<file path="src/rtl/ysyx_23060201_mem_arbiter_pkg.sv">
// Shared types for the IFU/LSU memory arbiter.
// State and owner encodings plus watchdog width helper.
package ysyx_23060201_mem_arbiter_pkg;

  typedef enum logic [1:0] {
    S_IDLE = 2'd0,
    S_REQ  = 2'd1,
    S_WAIT = 2'd2,
    S_RESP = 2'd3
  } state_t;

  typedef enum logic {
    OWN_IFU = 1'b0,
    OWN_LSU = 1'b1
  } owner_t;

  // Counter width able to hold limit-1.
  function automatic int wdog_w(input int t);
    return (t > 1) ? $clog2(t) : 1;
  endfunction

endpackage

</file>
<file path="src/rtl/ysyx_23060201_mem_arbiter_rr_pick.sv">
// Two-way grant between IFU and LSU.
// Ties go to LSU, or alternate when LSU_PRIO is 0.
module ysyx_23060201_rr_pick
  import ysyx_23060201_mem_arbiter_pkg::*;
#(
  parameter int LSU_PRIO = 1
) (
  input  logic   ifu_valid,
  input  logic   lsu_valid,
  input  owner_t last_owner,
  output logic   grant_ifu,
  output logic   grant_lsu
);

  logic ifu_wins_tie;

  assign ifu_wins_tie = (LSU_PRIO == 0) && (last_owner == OWN_LSU);
  assign grant_ifu    = ifu_valid && (!lsu_valid || ifu_wins_tie);
  assign grant_lsu    = lsu_valid && !grant_ifu;

endmodule

</file>
<file path="src/rtl/ysyx_23060201_mem_arbiter.sv">
// Single memory port shared by fetch and load/store.
// One transaction in flight, watchdog, stale-response drop.
module ysyx_23060201_mem_arbiter
  import ysyx_23060201_mem_arbiter_pkg::*;
#(
  parameter int ADDR_W   = 32,
  parameter int DATA_W   = 32,
  parameter int LSU_PRIO = 1,
  parameter int TIMEOUT  = 255
) (
  input  logic                clk,
  input  logic                rst,
  input  logic                ifu_req_valid,
  output logic                ifu_req_ready,
  input  logic [ADDR_W-1:0]   ifu_req_addr,
  output logic                ifu_rsp_valid,
  input  logic                ifu_rsp_ready,
  output logic [DATA_W-1:0]   ifu_rsp_rdata,
  output logic                ifu_rsp_err,
  input  logic                lsu_req_valid,
  output logic                lsu_req_ready,
  input  logic [ADDR_W-1:0]   lsu_req_addr,
  input  logic                lsu_req_wen,
  input  logic [DATA_W-1:0]   lsu_req_wdata,
  input  logic [DATA_W/8-1:0] lsu_req_wmask,
  output logic                lsu_rsp_valid,
  input  logic                lsu_rsp_ready,
  output logic [DATA_W-1:0]   lsu_rsp_rdata,
  output logic                lsu_rsp_err,
  output logic                mem_req_valid,
  input  logic                mem_req_ready,
  output logic [ADDR_W-1:0]   mem_req_addr,
  output logic                mem_req_wen,
  output logic [DATA_W-1:0]   mem_req_wdata,
  output logic [DATA_W/8-1:0] mem_req_wmask,
  input  logic                mem_rsp_valid,
  output logic                mem_rsp_ready,
  input  logic [DATA_W-1:0]   mem_rsp_rdata
);

  localparam int WW = wdog_w(TIMEOUT);
  localparam logic [WW-1:0] WLIM = WW'(TIMEOUT - 1);
  localparam logic WD_EN = (TIMEOUT != 0);

  state_t            state, state_nx;
  owner_t            owner, last_owner;
  logic              stale;
  logic [WW-1:0]     wdog;
  logic [DATA_W-1:0] rdata;
  logic              err;
  logic              grant_ifu, grant_lsu;
  logic              accept, rsp_fire, limit;
  logic              tmo_req, tmo_wait;

  ysyx_23060201_rr_pick #(
    .LSU_PRIO(LSU_PRIO)
  ) u_pick (
    .ifu_valid (ifu_req_valid),
    .lsu_valid (lsu_req_valid),
    .last_owner(last_owner),
    .grant_ifu (grant_ifu),
    .grant_lsu (grant_lsu)
  );

  assign ifu_req_ready = (state == S_IDLE) && !stale && grant_ifu;
  assign lsu_req_ready = (state == S_IDLE) && !stale && grant_lsu;
  assign accept        = ifu_req_ready || lsu_req_ready;

  assign mem_req_valid = (state == S_REQ);
  assign mem_rsp_ready = (state == S_WAIT) || stale;

  assign ifu_rsp_valid = (state == S_RESP) && (owner == OWN_IFU);
  assign lsu_rsp_valid = (state == S_RESP) && (owner == OWN_LSU);
  assign ifu_rsp_rdata = (owner == OWN_IFU) ? rdata : '0;
  assign lsu_rsp_rdata = (owner == OWN_LSU) ? rdata : '0;
  assign ifu_rsp_err   = (owner == OWN_IFU) && err;
  assign lsu_rsp_err   = (owner == OWN_LSU) && err;

  assign rsp_fire = (ifu_rsp_valid && ifu_rsp_ready) ||
                    (lsu_rsp_valid && lsu_rsp_ready);
  assign limit    = WD_EN && (wdog == WLIM);
  assign tmo_req  = (state == S_REQ) && limit && !mem_req_ready;
  assign tmo_wait = (state == S_WAIT) && limit && !mem_rsp_valid;

  // Next-state decode; a handshake beats a same-cycle timeout.
  always_comb begin
    state_nx = state;
    unique case (state)
      S_IDLE: if (accept) state_nx = S_REQ;
      S_REQ: begin
        if (mem_req_ready) state_nx = S_WAIT;
        else if (tmo_req)  state_nx = S_RESP;
      end
      S_WAIT: begin
        if (mem_rsp_valid) state_nx = S_RESP;
        else if (tmo_wait) state_nx = S_RESP;
      end
      S_RESP: if (rsp_fire) state_nx = S_IDLE;
      default: state_nx = S_IDLE;
    endcase
  end

  // State register.
  always_ff @(posedge clk or posedge rst) begin
    if (rst) state <= S_IDLE;
    else     state <= state_nx;
  end

  // Latch the granted request and track ownership history.
  always_ff @(posedge clk or posedge rst) begin
    if (rst) begin
      owner         <= OWN_IFU;
      last_owner    <= OWN_LSU;
      mem_req_addr  <= '0;
      mem_req_wen   <= 1'b0;
      mem_req_wdata <= '0;
      mem_req_wmask <= '0;
    end else begin
      if (accept) begin
        owner         <= grant_lsu ? OWN_LSU : OWN_IFU;
        mem_req_addr  <= grant_lsu ? lsu_req_addr : ifu_req_addr;
        mem_req_wen   <= grant_lsu && lsu_req_wen;
        mem_req_wdata <= grant_lsu ? lsu_req_wdata : '0;
        mem_req_wmask <= grant_lsu ? lsu_req_wmask : '0;
      end
      if (rsp_fire) last_owner <= owner;
    end
  end

  // Watchdog counts cycles spent in REQ and WAIT.
  always_ff @(posedge clk or posedge rst) begin
    if (rst)
      wdog <= '0;
    else if (accept)
      wdog <= '0;
    else if (state == S_REQ || state == S_WAIT)
      wdog <= wdog + WW'(1);
  end

  // Response data: memory result, or zero with err on timeout.
  always_ff @(posedge clk or posedge rst) begin
    if (rst) begin
      rdata <= '0;
      err   <= 1'b0;
    end else if (state == S_WAIT && mem_rsp_valid) begin
      rdata <= mem_req_wen ? '0 : mem_rsp_rdata;
      err   <= 1'b0;
    end else if (tmo_req || tmo_wait) begin
      rdata <= '0;
      err   <= 1'b1;
    end
  end

  // An abandoned WAIT leaves one late response to swallow.
  always_ff @(posedge clk or posedge rst) begin
    if (rst)                         stale <= 1'b0;
    else if (tmo_wait)               stale <= 1'b1;
    else if (stale && mem_rsp_valid) stale <= 1'b0;
  end

endmodule
</file>
<file path="config.mk">
export PLATFORM = sky130hd
export DESIGN_NAME = ysyx_23060201_mem_arbiter
export DESIGN_NICKNAME = d
export VERILOG_FILES = /design/src/rtl/ysyx_23060201_mem_arbiter_pkg.sv /design/src/rtl/ysyx_23060201_mem_arbiter_rr_pick.sv /design/src/rtl/ysyx_23060201_mem_arbiter.sv
export SDC_FILE = /design/constraint.sdc
export NUM_CORES = 1
export LEC_CHECK = 0
export ABC_AREA = 0
export BUFFER_PORTS_ARGS = -buffer_cell sky130_fd_sc_hd__buf_2
export CORE_AREA = 2 2 110 112
export CTS_CLUSTER_DIAMETER = 150
export DETAILED_ROUTE_END_ITERATION = 10
export DIE_AREA = 0 0 112 114
export GPL_ROUTABILITY_DRIVEN = 0
export GPL_TIMING_DRIVEN = 0
export PLACE_DENSITY = 0.8
export SLEW_MARGIN = 10
export SYNTH_ARGS = -nofsm -noshare
export SYNTH_HDL_FRONTEND = slang
export SYNTH_HIERARCHICAL = 1
export SYNTH_SLANG_ARGS = --single-unit
export TNS_END_PERCENT = 100
</file>
<file path="constraint.sdc">
create_clock -name clk -period 5.4 [get_ports clk]
set_input_delay 0.27 -clock clk [delete_from_list [all_inputs] [get_ports clk]]
set_output_delay 0.27 -clock clk [all_outputs]
set_load 0.02 [all_outputs]
</file>
# Yosys cells after proc, flatten, opt, wreduce, memory -nomap -nowiden
# Cells that the tools add are included.
# word_totals
ff_bits,114
in_bits,141
output_inout_bits,141
word_cells,75
# classes
add_sub_neg,1
eq_ne,8
n_mux,22
n_bitwise,1
reduce_logical,33
# op_table
op,count
$mux W32,7
$logic_and A1 B1 Y1,18
$mux W8,2
$mux W2,6
$add A8 B1 Y8 const B,1
$eq A8 B8 Y1 const B,1
$pmux W2 S4,1
$reduce_bool A2 Y1,3
$logic_not A1 Y1,5
$logic_or A1 B1 Y1,5
$mux W1,5
$eq A2 B2 Y1 const B,2
$mux W4,1
$ne A2 B2 Y1 const B,2
$reduce_and A4 Y1,1
$ne A3 B1 Y1 const B,1
$ne A3 B3 Y1 const B,1
$eq A2 B1 Y1 const B,1
$logic_not A2 Y1,1
$not A1 Y1,1

# Longest topological paths before layout
# Gate-level depths: netlist of run 1.
# depth
word_depth,8
ltp_mapped,9
mapped_depth_nobuf,7

# Modules after synthesis
# Netlist of run 1, hierarchy kept.
# by_module_without_submodules
module,instances,cells_per_inst,area_each_um2,seq_area_each_um2
ysyx_23060201_mem_arbiter,1,452,5146.2,2879.0
ysyx_23060201_rr_pick,1,2,10.0,0.0

# Least setup slack after synthesis of run 1
# Ideal clock, no wire load.
# synth_timing
path_kind,reg2reg
startpoint,register state[1]
endpoint,register state[1]
setup_ns,0.125
arrival_ns,1.561
required_time_ns,5.275
slack_ns,3.714
path_stages_with_launch,7
n_path_buf,0
synth_period_minus_slack_ns,1.686
path_cell_list,dfrtp_1 inv_1 ha_1 nand2b_1 a21boi_0 o21ai_1 mux2_2
# synth_via
word_cells_on_any_way,23
cone_classes,eq/ne: 7; mux: 1; reduce/logical: 15
# synth_rtl
element,line_no,source
start: declaration,ysyx_23060201_mem_arbiter.sv:45,"state_t state, state_nx;"
start signal: assignment,ysyx_23060201_mem_arbiter.sv:106,else state <= state_nx;
$eq A2 B1 Y1 *,n/a,
net mem_req_valid,ysyx_23060201_mem_arbiter.sv:30,"output logic mem_req_valid,"
$logic_and A1 B1 Y1 (2 in series),ysyx_23060201_mem_arbiter.sv:82,assign tmo_req = (state == S_REQ) && limit && !mem_req_ready;
$ne A3 B1 Y1 (no line),n/a,
$reduce_and A4 Y1 (no line),n/a,
# The timed path passes the listed nets; every way through them passes the cells marked *.
# A chain may end at the register's enable or synchronous reset.

# Final worst setup path of run 1
# layout_timing
startpoint,register state[0]
endpoint,output lsu_req_ready
# layout_via
elab_chain_cells,3
# layout_rtl
element,line_no,source
$logic_not A2 Y1,ysyx_23060201_mem_arbiter.sv:66,assign lsu_req_ready = (state == S_IDLE) && !stale && grant_lsu;
$logic_and A1 B1 Y1 (2 in series),ysyx_23060201_mem_arbiter.sv:66,
end: declaration,ysyx_23060201_mem_arbiter.sv:21,"output logic lsu_req_ready,"
# Every way passes these cells.

==> impl_metrics.toml, run 1 <==
[cts]
htree_levels = 4
clockBufferDepth = 2
cts_tree = "built"
clk_latency_ps = 410
clk_pin_slew_worst_paths_ps = 50
cts_buffers = 17
clkSinkCount = 114
postCtsSetupRepairBufs = 0
root_buffer = "clkbuf_16"
postCtsResizedCells = 0

[worst_setup_path]
reg2reg_from = "state[0]$_DFFE_PP0P_"
arrival_ps = 2150
cp-startpoint = "state[0]$_DFFE_PP0P_"
cp_slowest_stage_delay_ps = 410
startpoint_type = "register"
crit_path_end_kind = "output pin"
worst-path-buf-inv = 4
crit_family = "buffers and inverters"
crit_path_cell_trace = "inv_1, ha_1, nand3b_1, inv_1, clkbuf_1, buf_2"
required_ps = 5130
cp_max_fo = 10
worst-setup-path-type = "reg2out"
path_common_cell = "inv_1"
cpMaxStageDelayCell = "dfrtp_1"

[placement]
port_buffers = 281
dp_hpwl_um = 11040

[route]
viasPerCell = 5.109
wl_um = 14500
via_count = 4659
drt_iter0_drc = 263
drt.antenna.violating_nets = 0
drtPass1Iterations = 4
remaining_drc_errors = 0
wl_per_cell_um = 15.90

[timing]
finalSetupViolations = 0
fin_crit_sh = 0.4475
slew_viol_final = 0
relSlewSlack = 0.6322
hold_viol = 0
fin_skew_ps = 9.871
setup_tns_ps = 0
tightest_slew_ps = 551.7
rsz0062_at_grt = "false"
fin_crit_ps = 2417
fmax_mhz = 413.8

[global_route]
grt_pass1_vias = 4682
antenna_found_initial = 3
grt_pass1_wl_um = 23340
groute.usage.overall = 0.2328
grt_max_degree = 66
grt_overflow = 0

[layout]
syn_to_final_growth_pct = 44.03
drive_gt1_frac = 0.4509
fillCellCount = 971
finalNetCount = 899

[die]
row_count = 40
core_sq_mm = 0.01171
chipWidth_um = 112
die_h_um = 114
start_util = 0.4365
die-area_sq_mm = 0.01277
io_pins = 282

[synth]
avgSynthCellArea_sq_um = 11.39
netlist_instances = 449
syn-num-nets = 597
yosysWarnings = 6
synth_area_sq_mm = 0.005112

[power]
leakagePower_nw = 4.081
ir_drop_mv = 0.3314
powerDensity_mw_per_mm2 = 658.0
power_mw = 4.845

[min_path]
min_from = "mem_rsp_rdata[3]"
min_path_type = "in2reg"

[outcome]
status = "finished, final reports clean"

[job]
max-cap-violations = 0
[cell usage in the layout, fill, tap and decap left out, types with 2 or more instances in the layout]
cell type	n
o21ai_0	29
a22o_1	67
o21ai_1	6
ha_1	7
nor2_1	9
and2_1	34
mux2i_1	33
clkbuf_1	14
nand2b_1	2
inv_1	6
nand3b_1	3
diode_2	2
nor2b_1	35
buf_2	300
clkinv_2	3
clkbuf_8	4
nand2_1	38
clkbuf_16	17
buf_6	3
or3_1	2
bufinv_16	3
dfrtp_1	114
nand4_1	3
clkinvlp_4	2
a22o_2	2
xor2_1	4
a21oi_1	5
[layer usage]
| metal | routed length, um | up-vias | part of all wire | track usage |
|---|---|---|---|---|
| met3 | 890 | 18 | 0.061 | 0.06217 |
| met4 | 185 | 2 | 0.013 | 0.08943 |
| met1 | 5848 | 2254 | 0.40 | 0.2745 |
| li1 | - | 2182 | - | - |
| met2 | 7566 | 203 | 0.52 | 0.4093 |
| met5 | 13 | - | 0.00090 | 0 |
[worst paths after layout]
kind | slack (ps) | cells after the start | to
setup / recovery | 2980 | 6 | lsu_req_ready
hold / removal | 80 | 2 | rdata[3]$_DFFE_PP0P_
setup reg to reg | 3340 | 8 | mem_req_wdata[2]$_DFFE_PP0N_
hold reg to reg | 480 | 2 | mem_req_addr[3]$_DFFE_PP0N_
max in group asynchronous | 4280 | 4 | mem_req_wen$_DFFE_PP0N_
min in group asynchronous | 460 | 3 | mem_req_addr[0]$_DFFE_PP0N_
[worst register-to-register path, delay by kind of cell (launching register included)]
| family | cells | cell delay (ps) |
|---|---|---|
| adder cells (fa/ha/maj) | 1 | 250 |
| flip-flops | 1 | 390 |
| buffers and inverters | 4 | 810 |
| AND/OR/NAND/NOR | 2 | 370 |
| AO/OA/AOI/OAI | 1 | 190 |
[registers in the layout (all words and copies together) (netlist names)]
signal,count
err,1
mem_req_wen,1
rdata,32
mem_req_wdata,32
state,2
stale,1
mem_req_wmask,4
owner,1
wdog,8
mem_req_addr,32
[per-stage QoR]
step                      hold slack, ps  cells  setup slack, ps  utilization  instance area [sq um]
final                              81.16    912             2983       0.6287                   7363
after global routing               68.73    912             2768       0.6287                   7363
after CTS                          59.41    910             2934       0.6283                   7358
after detailed placement           332.2    878             3307       0.5751                   6735
after global placement             460.7    877            965.4       0.5723                   6703
after floorplan                    336.4    449             2114            -                   5112
[power breakdown]
| group | internal, mW | switching (mW) | leakage [nW] | total [mW] |
|---|---|---|---|---|
| Sequential | 1.27 | 0.271 | 1.45 | 1.54 |
| Clock | 0.770 | 0.382 | 0.298 | 1.15 |
| Combinational | 0.856 | 1.30 | 2.33 | 2.16 |
| Total | 2.89 | 1.95 | 4.08 | 4.84 |
[layout make-up]
type                            count  area, sq um  area share
Antenna cell                        2        5.005   0.0006797
Buffer                             35        177.7     0.02413
Clock buffer                       22        484.2     0.06576
Clock inverter                      9        128.9     0.01750
Inverter                            7        31.28    0.004248
Multi-Input combinational cell    293         2056      0.2792
Sequential cell                   114         2853      0.3874
Tap cell                          147        183.9     0.02498
Timing Repair Buffer              283         1444      0.1961
[what timing repair did]
action	4_1_cts	5_1_grt
hold buffers	1	0
setup endpoints to repair	0	0
hold endpoints to repair	49	0
Power figures use the tool's default switching activity.
==> run 2: changes to the inputs <==
--- a/config.mk
+++ b/config.mk
@@ -7,13 +7,13 @@
 export LEC_CHECK = 0
 export ABC_AREA = 0
 export BUFFER_PORTS_ARGS = -buffer_cell sky130_fd_sc_hd__buf_2
-export CORE_AREA = 2 2 110 112
+export CORE_AREA = 2 2 116 118
 export CTS_CLUSTER_DIAMETER = 150
 export DETAILED_ROUTE_END_ITERATION = 10
-export DIE_AREA = 0 0 112 114
+export DIE_AREA = 0 0 118 120
 export GPL_ROUTABILITY_DRIVEN = 0
 export GPL_TIMING_DRIVEN = 0
-export PLACE_DENSITY = 0.8
+export PLACE_DENSITY = 0.76
 export SLEW_MARGIN = 10
 export SYNTH_ARGS = -nofsm -noshare
 export SYNTH_HDL_FRONTEND = slang
==> constraint.sdc (replaced) <==
create_clock -name clk -period 2.1 [get_ports clk]
set_input_delay 0.105 -clock clk [delete_from_list [all_inputs] [get_ports clk]]
set_output_delay 0.105 -clock clk [all_outputs]
set_load 0.02 [all_outputs]
==> impl_metrics.toml, run 2 (same netlist as run 1, synthesis figures left out) <==
[outcome]
status = "finished, final reports clean"

[timing]
relSlewSlack = 0.6099
hold_viol = 0
fin_crit_ps = 1999
slew_viol_final = 0
setup_slack_ps = 100.6
fmax_mhz = 500.2
fin_crit_sh = 0.9521
fin_skew_ps = 6.019
hold_slack_ps = 11.11
finalSetupViolations = 0
tightest_slew_ps = 585.2

[global_route]
antenna_found_initial = 0
gr-usage-met3 = 0.06939
grt.busiest_layer = "met2"
groute.usage.overall = 0.2407
gr-usage-met2 = 0.4230
gr-usage-met1 = 0.2788
grt_pass1_wl_um = 26630
grt_overflow = 0
grt_max_degree = 38
grt_pass1_vias = 5227

[layout]
syn_to_final_growth_pct = 67.47
finalNetCount = 1013
drive_gt1_frac = 0.3979
final_common_cell = "buf_2"
reg_top3 = "mem_req_addr x32, mem_req_wdata x32, rdata x32"
finalNonFillerCells = 1053
antenna_cells = 0
final_cell_mix = "buf_2 (297), dfrtp_1 (114), dlygate4sd3_1 (111)"

[power]
netSwitchingPower_mw = 5.148
combPwrFrac = 0.457
ir_drop_mv = 0.6797
leakagePower_nw = 4.565
pwr-share-seq = 0.309
clock_power_share = 0.234
switching_share = 0.4016
p_int_mw = 7.669
powerDensity_mw_per_mm2 = 1497

[worst_setup_path]
crit_path_end_kind = "output pin"
startpoint_type = "register"
required_ps = 2000
cp_slowest_stage_delay_ps = 410
crit_path_cell_trace = "inv_1, ha_1, nand3b_1, inv_2, clkbuf_4, buf_2"
arrival_ps = 1890
cp_max_fo = 10
worst-setup-path-type = "reg2out"
cpMaxStageDelayCell = "dfrtp_1"

[cts]
clk_pin_slew_worst_paths_ps = 50
root_buffer = "clkbuf_16"
clk_latency_ps = 400
cts_tree = "built"
clockBufferDepth = 2
clkSinkCount = 114
cts_buffers = 17
htree_levels = 4

[job]
max-cap-violations = 0

[placement]
place_ws_ps = -79.62
dp_hpwl_um = 11320
port_buffers = 281
place_inst = 909

[min_path]
min_path_type = "in2reg"

[die]
io_pins = 282
chipWidth_um = 118
die-area_sq_mm = 0.01416
row_count = 42
start_util = 0.3939
die_h_um = 120
core_sq_mm = 0.01298

[route]
drt_iter0_drc = 317
remaining_drc_errors = 0
wl_per_cell_um = 15.87
drtPass1Iterations = 5
viasPerCell = 4.868
wl_um = 16710
drt.antenna.violating_nets = 0
via_count = 5126
[run 2: cell types whose count changed in the layout (fill, tap and decap cells not counted), moves of 2 or more]
cell / change
buf_4: +3
buf_12: +3
clkbuf_4: +2
clkinvlp_4: +2
clkbuf_8: -2
buf_2: -3
dlygate4sd3_1: +110
diode_2: -2
[run 2: cell type report]
cell class              count  area (sq um)
well taps                 176         220.2
plain buffers              35         192.7
flip-flops and latches    114          2853
fillers                  1003          4418
inverters                   7         30.03
repair buffers            397          2592
clock buffers              21         460.4
clock inverters            10         157.7
multi-input cells         293          2056
[run 2: metrics by stage]
stage            util  power, mW  setup TNS (ps)  area, sq um
3_3_place_gp   0.5195      9.461          -14480         6743
3_5_place_dp   0.5241      9.574          -754.6         6803
2_1_floorplan       -      7.532               0         5116
5_1_grt        0.6596      13.57          -3.687         8562
6_report       0.6596      12.82               0         8562
4_1_cts        0.6578      12.82               0         8538
[run 2: per-layer routing]
layer / vias up / part of all wire
met3: 29 / 0.070
met2: 249 / 0.52
met4: 0 / 0.022
met1: 2433 / 0.39
li1: 2415 / -
met5: - / 0
[run 2: final timing paths]
kind                       cells past startpoint                    startpoint  slack, ps                       endpoint
min reg2reg                                    2  mem_req_addr[30]$_DFFE_PP0N_        470   mem_req_addr[30]$_DFFE_PP0N_
max reg2reg                                    9          state[0]$_DFFE_PP0P_        180   mem_req_addr[24]$_DFFE_PP0N_
min in group asynchronous                      3                           rst        300  mem_req_wdata[22]$_DFFE_PP0N_
min                                            3               lsu_req_addr[4]         10    mem_req_addr[4]$_DFFE_PP0N_
max                                            6          state[0]$_DFFE_PP0P_        100                  lsu_req_ready
max in group asynchronous                      5                           rst       1060   mem_req_addr[26]$_DFFE_PP0N_
[run 2: critical path: cells and delay by family (launching register included)]
kind	cells	cell delay, ps
and+or+nand+nor	1	170
adders and majority gates	1	230
buffers and inverters	4	680
DFF	1	410
[run 2: power groups by stage]
stage	registers (mW)	clock network (mW)	logic (mW)
6_report	3.96	3.00	5.86
4_1_cts	3.94	3.06	5.82
5_1_grt	4.09	3.17	6.32
3_3_place_gp	3.93	0	5.53
2_1_floorplan	4.61	0	2.92
3_5_place_dp	3.94	0	5.63
[run 2: what timing repair did]
action,in CTS,in global routing
setup buffers,0,2
resized for setup,4,5
endpoints found under the hold margin,106,0
hold buffers,111,0
setup endpoints to repair,25,71
